==> src/rtl/mem_arbiter.sv <==
// Arbiter sharing one single-ported memory between the fetch port and the data port.
// Data wins ties; after MAX_DBURST data grants with a fetch waiting, the fetch is served next.
module mem_arbiter #(
  parameter int MAX_DBURST = 4,
  parameter int AW         = 32,
  parameter int DW         = 32
) (
  input  logic          clk,
  input  logic          reset,
  input  logic          ireq,
  input  logic [AW-1:0] iaddr,
  output logic [DW-1:0] irdata,
  output logic          ivalid,
  input  logic          dreq,
  input  logic          dwe,
  input  logic [AW-1:0] daddr,
  input  logic [DW-1:0] dwdata,
  output logic [DW-1:0] drdata,
  output logic          dvalid,
  output logic          mreq,
  output logic          mwe,
  output logic [AW-1:0] maddr,
  output logic [DW-1:0] mwdata,
  input  logic [DW-1:0] mrdata,
  input  logic          mready,
  output logic          busy
);

  // Handshake: a requester holds req and its address/data stable until its valid pulse;
  // the memory side sees mreq held with stable maddr/mwe/mwdata until mready.
  typedef enum logic [1:0] {IDLE, BUSY_I, BUSY_D, RESP} state_t;

  localparam logic [3:0] MAXD = 4'(MAX_DBURST);

  state_t     state, nextState;
  logic [3:0] dcount, nextDcount;
  logic       grantData, grantFetch;
  logic       ownerData;

  always_comb begin
    nextState  = state;
    nextDcount = dcount;
    grantData  = 1'b0;
    grantFetch = 1'b0;
    case (state)
      IDLE: begin
        if (dreq && !(ireq && dcount == MAXD)) begin
          grantData = 1'b1;
          nextState = BUSY_D;
          if (ireq) nextDcount = (dcount == MAXD) ? MAXD : dcount + 4'd1;
          else      nextDcount = 4'd0;
        end else if (ireq) begin
          grantFetch = 1'b1;
          nextState  = BUSY_I;
          nextDcount = 4'd0;
        end
      end
      BUSY_I, BUSY_D: begin
        if (mready) nextState = RESP;
      end
      RESP:    nextState = IDLE;
      default: nextState = IDLE;
    endcase
  end

  always_ff @(posedge clk) begin
    if (reset) begin
      state     <= IDLE;
      dcount    <= 4'd0;
      ownerData <= 1'b0;
      maddr     <= '0;
      mwe       <= 1'b0;
      mwdata    <= '0;
      irdata    <= '0;
      drdata    <= '0;
    end else begin
      state  <= nextState;
      dcount <= nextDcount;
      if (grantData) begin
        ownerData <= 1'b1;
        maddr     <= daddr;
        mwe       <= dwe;
        mwdata    <= dwdata;
      end else if (grantFetch) begin
        ownerData <= 1'b0;
        maddr     <= iaddr;
        mwe       <= 1'b0;
      end
      if (state == BUSY_I && mready) irdata <= mrdata;
      // Stores return nothing, so drdata keeps the last load result.
      if (state == BUSY_D && mready && !mwe) drdata <= mrdata;
    end
  end

  assign mreq   = (state == BUSY_I) || (state == BUSY_D);
  assign ivalid = (state == RESP) && !ownerData;
  assign dvalid = (state == RESP) && ownerData;
  assign busy   = (state != IDLE);

endmodule

==> config.mk <==
export PLATFORM = sky130hd
export DESIGN_NAME = mem_arbiter
export DESIGN_NICKNAME = d
export VERILOG_FILES = /design/src/rtl/mem_arbiter.sv
export SDC_FILE = /design/constraint.sdc
export NUM_CORES = 1
export LEC_CHECK = 0
export ABC_AREA = 1
export BUFFER_PORTS_ARGS = -buffer_cell sky130_fd_sc_hd__buf_2
export CAP_MARGIN = 0
export CORE_ASPECT_RATIO = 1.5
export CORE_UTILIZATION = 42
export DETAILED_ROUTE_END_ITERATION = 6
export PLACE_DENSITY = 0.77
export SLEW_MARGIN = 15
export SYNTH_ARGS = -nofsm -noshare
export SYNTH_HDL_FRONTEND = slang
export SYNTH_SLANG_ARGS = --single-unit
==> constraint.sdc <==
create_clock -name clk -period 1.3 [get_ports clk]
set_input_delay 0 -clock clk [delete_from_list [all_inputs] [get_ports clk]]
set_output_delay 0 -clock clk [all_outputs]
set_load 0.1 [all_outputs]
==> results.toml, run 1 <==
[finish]
fin_cells = 1324
final_cell_area_mm2 = 0.0101
utilization = 0.797
drive_gt1_frac = 0.422
area_growth_pct = 82.7
nets = 1293

[place]
placed_area_mm2 = 0.00722
dp.cells = 1135
hpwlAfterDp_mm = 11.0
post-place-ws_ps = -68.2
globalplace.congestion = 0.830
io_buffers = 266

[logic_synthesis]
ys_types = 23
synth_top_area_frac = 0.494
synth_nets = 875
netlist_instances = 735
synth-seq-cells = 136
yosysSeqAreaShare = 0.494
synth.avg_cell_area_um2 = 7.50
ys.warnings.count = 0
synth_top_area_cell = "dfxtp_1"
synth.area.top_cells = "dfxtp_1, nand2_1, nor2_1"
synth_area_mm2 = 0.00551

[floorplanning]
die_x_um = 95.5
floorplan.die_area_mm2 = 0.0136
core_mm2 = 0.0126
io_pins = 267
rows = 50
start_util = 0.436
die_y_um = 142

[sta]
fin_crit_ps = 1470
fin_skew_ps = 7.59
hold_viol = 0
setup_viol = 95
drv_slew = 0
timing.final.crit_share = 1.13
setup_slack_ps = -175
worst_pin_slew_ps = 543
max_slew_margin = 0.638
fmax_ghz = 0.678
rsz0062_at_grt = "true"

[global_routing]
use_met2 = 0.524
grt_max_degree = 40
grt.total_usage = 0.285
met3_usage = 0.0657
antenna_found_initial = 2
grt_pass1_vias = 6734
grtUsageMet1 = 0.279
overflow = 0
top_usage_layer = "met2"
grt_pass1_wl_mm = 30.4

[worst_setup_path]
worstSetupEndpointType = "flip-flop"
crit_type = "flip-flop to flip-flop"
critPathLaunchType = "flip-flop"
cp_cell_sequence = "inv_2 > ha_4 > nand4_4 > nand3_4 > buf_12 > inv_8 > clkbuf_16 > nand2_1 > a21oi_1"
crit_arrival_ps = 1800
slowest_stage = "dfxtp_2"
crit_required_ps = 1630
path_max_fanout = 7
slowest_delay_ps = 330

[clocking]
cts.sinks = 136
cts_tree = "yes"
cts_root_buf = "clkbuf_16"
insertion_delay_ps = 400
ctsHtreeMaxLevel = 4
clock_path_buffers = 2
clk_pin_slew_ps = 60
cts_inserted_buffers = 17

[pwr]
p_per_area_mw_per_mm2 = 2410
max-vdd-ir-drop_uv = 2310
power.internal_uw = 12000
p_leak_uw = 0.00488
p_sw_uw = 12300
p_comb_frac = 0.550
switching_share = 0.506
seqPwrFrac = 0.231
clkPwrFrac = 0.219

[detailed_routing]
drtPass1Iterations = 6
viasPerCell = 5.19
wl_per_cell_um = 16.7
ant_nets = 0
drc = 0
vias = 6867
routed_wl_mm = 22.2
drt_first_iter_violations = 316

[outcome]
violations = "negative setup slack"
outcome = "complete, but fails checks"

[job]
cap_violations = 0

[min_path]
hp-class = "input pin to flip-flop"
[critical path: cells and delay by family, from the launching register on]
family	cells	cell delay (ps)
DFF	1	330
AOI/OAI and AO/OA	1	170
adders and majority gates	1	160
buffers and inverters	4	460
and+or+nand+nor	3	280
[layout make-up]
| type | instances | area, um2 |
|---|---|---|
| diodes | 2 | 5.00 |
| clock buffers | 19 | 433 |
| clock inverters | 13 | 219 |
| fillers | 763 | 2570 |
| inverters | 50 | 215 |
| multi-input cells | 499 | 2780 |
| flip-flops and latches | 136 | 2730 |
| well taps | 156 | 195 |
| repair buffers | 449 | 3490 |
[per-layer routing]
layer	vias up	routed length, um
met2	371	11800
met3	115	1340
met1	3186	7670
li1	3195	-
met5	-	0
met4	0	1380
[kinds of logic after synthesis]
group	Yosys count	synth area share
adder cells (fa/ha/maj)	6	0.0136
XOR/XNOR	2	0.00318
buffers and inverters	100	0.0795
flip-flops	136	0.494
AND/OR/NAND/NOR	321	0.250
AO/OA/AOI/OAI	170	0.160
[power by group through the flow]
stage	clock network (uW)	logic, uW	registers, uW
after global routing	5580	13800	5690
after CTS	5370	11800	5530
after floorplan	0	2990	11700
final	5320	13400	5600
after detailed placement	0	11100	5590
after global placement	0	11000	5590
[synth_stat cells]
cell	count
nor2_1	135
xnor2_1	1
nand2_1	139
buf_6	5
inv_1	49
nand4_4	1
clkbuf_2	1
clkbuf_1	28
dfxtp_1	136
nand3_2	1
nand2_2	8
buf_4	3
nand3b_1	32
buf_2	10
inv_2	1
o21ai_0	96
a21oi_2	8
xor2_1	1
buf_1	3
nand3_1	5
ha_1	6
o21ai_1	2
a21oi_1	64
[worst paths after layout]
path | startpoint | to | slack, ps | cells past startpoint
max | dcount[0] | mwdata[16] | -170 | 9
max reg2reg | dcount[0] | mwdata[16] | -170 | 9
min | reset | irdata[27] | 20 | 4
min reg2reg | mwdata[5] | mwdata[5] | 460 | 2
[registers in the layout, summed over array words and instances, names as in the netlist]
register,count
state,2
mwe,1
drdata,32
irdata,32
dcount,4
maddr,32
ownerData,1
mwdata,32
[layout by cell type (no fill, tap or decap), drive strengths merged]
cell type    netlist  final
clkinvlp           0      1
nand3              6      6
a21oi             72     72
clkbuf            29     30
o21ai             98     98
inv               50     52
xnor2              1      1
nand2            147    147
ha                 6      6
bufinv             0      5
diode              0      2
xor2               1      1
clkinv             0      5
nand3b            32     32
dfxtp            136    136
nor2             135    135
buf               21    308
dlygate4sd3        0    130
nand4              1      1
[repair_timing]
item,in CTS,in global routing
endpoints found under the setup margin,64,136
gates resized for setup,24,141
hold buffers,130,0
setup buffers,3,8
pin swaps,2,20
endpoints found under the hold margin,131,0
cloned,1,14
[stage by stage]
step	hold WS (ps)	power, uW	TNS (ps)
after floorplan	132	14700	-692
after global placement	234	16600	-282
after detailed placement	243	16700	-1770
after CTS	18.6	22700	-1620
after global routing	63.1	25100	-14160
final	20.0	24300	-6380
No activity file was read; power rests on OpenSTA's default activity.
==> run 2: changes to the inputs <==
--- a/config.mk
+++ b/config.mk
@@ -5,13 +5,14 @@
 export SDC_FILE = /design/constraint.sdc
 export NUM_CORES = 1
 export LEC_CHECK = 0
-export ABC_AREA = 1
+export ABC_AREA = 0
 export BUFFER_PORTS_ARGS = -buffer_cell sky130_fd_sc_hd__buf_2
 export CAP_MARGIN = 0
 export CORE_ASPECT_RATIO = 1.5
-export CORE_UTILIZATION = 42
+export CORE_UTILIZATION = 41
 export DETAILED_ROUTE_END_ITERATION = 6
-export PLACE_DENSITY = 0.77
+export PLACE_DENSITY = 0.76
+export SETUP_SLACK_MARGIN = 0.1
 export SLEW_MARGIN = 15
 export SYNTH_ARGS = -nofsm -noshare
 export SYNTH_HDL_FRONTEND = slang
==> run 2 against run 1 <==
The flow finishes with violations (design-rule violations, negative setup slack). Final area is 8.7% higher. First-iteration DRC count increased by 59%. Combinational power increased by 3%. Power up 1.5%. Cell count decreased by 6.2%.
==> results.toml, run 2 <==
[outcome]
outcome = "complete, but fails checks"
violations = "design-rule violations, negative setup slack"

[sta]
max_slew_margin = 0.653
fin_crit_ps = 1520
rsz0062_at_grt = "true"
worst_pin_slew_ps = 525
fin_skew_ps = 10.3
fmax_ghz = 0.660
setup_viol = 140
timing.final.crit_share = 1.17
setup_slack_ps = -216
drv_slew = 0
hold_viol = 0

[detailed_routing]
drc = 5
drtPass1Iterations = 7
vias = 7119
wl_per_cell_um = 22.2
wl_met3_mm = 2.42
wl_met2_mm = 14.1
viasPerCell = 5.73
wirelength_met1_mm = 9.10
top_layer = "met4"
ant_nets = 0
drt_first_iter_violations = 503
routed_wl_mm = 27.6

[floorplanning]
die_x_um = 95.6
floorplan.die_area_mm2 = 0.0136
io_pins = 267
rows = 50
core_mm2 = 0.0126
start_util = 0.426
die_y_um = 142

[logic_synthesis]
synth.avg_cell_area_um2 = 8.58
yosysSeqAreaShare = 0.506
ys.warnings.count = 0
ys_types = 39
synth_edf_count = 0
synth_top_area_cell = "dfxtp_1"
synth_area_mm2 = 0.00539
yosys.cell_count.top_type = "dfxtp_1"
synth_top_area_frac = 0.506
async_reset_ff_frac = 0
synth-seq-cells = 136
netlist_instances = 628
ys.flop_type = "dfxtp_1"
synth.area.top_cells = "dfxtp_1, a21oi_1, nand2_1"
synthTopCellsByCount = "dfxtp_1, nand2_1, a21oi_1, inv_1"
synth_nets = 768

[finish]
fin_cells = 1242
multiInputGateArea_mm2 = 0.00310
fillerInstances = 543
drive_gt1_frac = 0.630
final_cell_mix = "buf_2, dlygate4sd3_1, dfxtp_2"
area_growth_pct = 103
nets = 1210
register_area_mm2 = 0.00287
layout_commonest_cell = "buf_2"

[global_routing]
overflow = 0
antenna_found_initial = 2
grt_pass1_wl_mm = 35.4
grt_max_degree = 43
grt_pass1_vias = 6990
grt.total_usage = 0.342

[pwr]
p_per_area_mw_per_mm2 = 2250
p_leak_uw = 0.00459
power_uw = 24700
max-vdd-ir-drop_uv = 1830

[worst_setup_path]
slowest_stage = "dfxtp_2"
crit_type = "flip-flop to flip-flop"
cp_cell_sequence = "inv_2 > buf_4 > ha_4 > and3b_2 > buf_12 > nand2_2 > a21oi_2"
worstSetupEndpointType = "flip-flop"
critPathLaunchType = "flip-flop"
path_max_fanout = 8
crit_required_ps = 1620
slowest_delay_ps = 320
crit_arrival_ps = 1840

[clocking]
cts_tree = "yes"
cts.sinks = 136
insertion_delay_ps = 420
ctsHtreeMaxLevel = 4
clock_path_buffers = 2
clk_pin_slew_ps = 60
cts_root_buf = "clkbuf_16"
cts_inserted_buffers = 17

[place]
hpwlAfterDp_mm = 11.1
globalplace.congestion = 0.852
post-place-ws_ps = -136
dp.cells = 1036
io_buffers = 266

[job]
cap_violations = 0

[min_path]
hp-class = "input pin to flip-flop"
[run 2: what timing repair did]
action / 4_1_cts / 5_1_grt
endpoints found under the setup margin: 143 / 205
hold buffers: 131 / 0
buffers inserted: 15 / 7
gates cloned: 11 / 10
resized for setup: 148 / 164
pin swaps: 61 / 26
endpoints found under the hold margin: 135 / 0
[run 2: layer usage]
layer	vias up	track usage
met2	530	0.595
li1	3065	-
met3	152	0.108
met1	3372	0.343
met5	-	0
met4	0	0.223
[run 2: final cells by class]
class | count | share of cell area
multi-input cells | 405 | 0.284
diodes | 3 | 0.000686
flip-flops and latches | 136 | 0.262
inverters | 38 | 0.0134
clock buffers | 19 | 0.0396
repair buffers | 472 | 0.365
clock inverters | 13 | 0.0177
well taps | 156 | 0.0178
[run 2: power by group]
group | switching, uW | internal (uW) | total [uW]
registers | 546 | 5090 | 5630
clock network | 2000 | 3240 | 5230
logic | 9580 | 4200 | 13800
[run 2: worst max-delay path, delay by kind of cell (launching register included)]
family                     cells  cell delay (ps)
buffers and inverters          3              370
and+or+nand+nor                2              400
adders and majority gates      1              120
AOI/OAI and AO/OA              1              200
DFF                            1              320
[run 2: path summary, 6_finish.rpt]
check	from	end	slack (ps)	depth (start not counted)
max	state[0]	drdata[1]	-220	7
min	mready	state[0]	90	4
max reg2reg	state[0]	drdata[1]	-220	7
min reg2reg	irdata[19]	irdata[19]	450	2
[run 2: metrics by stage]
| step | instance area, um2 | utilization | TNS, ps | hold WS (ps) |
|---|---|---|---|---|
| 4_1_cts | 10200 | 0.804 | -10280 | 80.1 |
| 5_1_grt | 10900 | 0.866 | -22420 | 124 |
| 6_report | 10900 | 0.866 | -16590 | 92.5 |
| 3_5_place_dp | 7320 | 0.579 | -3530 | 249 |
| 2_1_floorplan | 5670 | - | -3180 | 128 |
| 3_3_place_gp | 7320 | 0.579 | -1680 | 245 |
[run 2: cell families (layout without fill, tap and decap cells)]
| logic type | after synthesis | after routing | share of synthesized area |
|---|---|---|---|
| fa+ha+maj | 6 | 6 | 0.0139 |
| simple gates | 190 | 190 | 0.160 |
| buf+inv | 90 | 542 | 0.0850 |
| compound gates | 206 | 209 | 0.236 |
| other cells | 0 | 3 | 0 |
| flops | 136 | 136 | 0.506 |
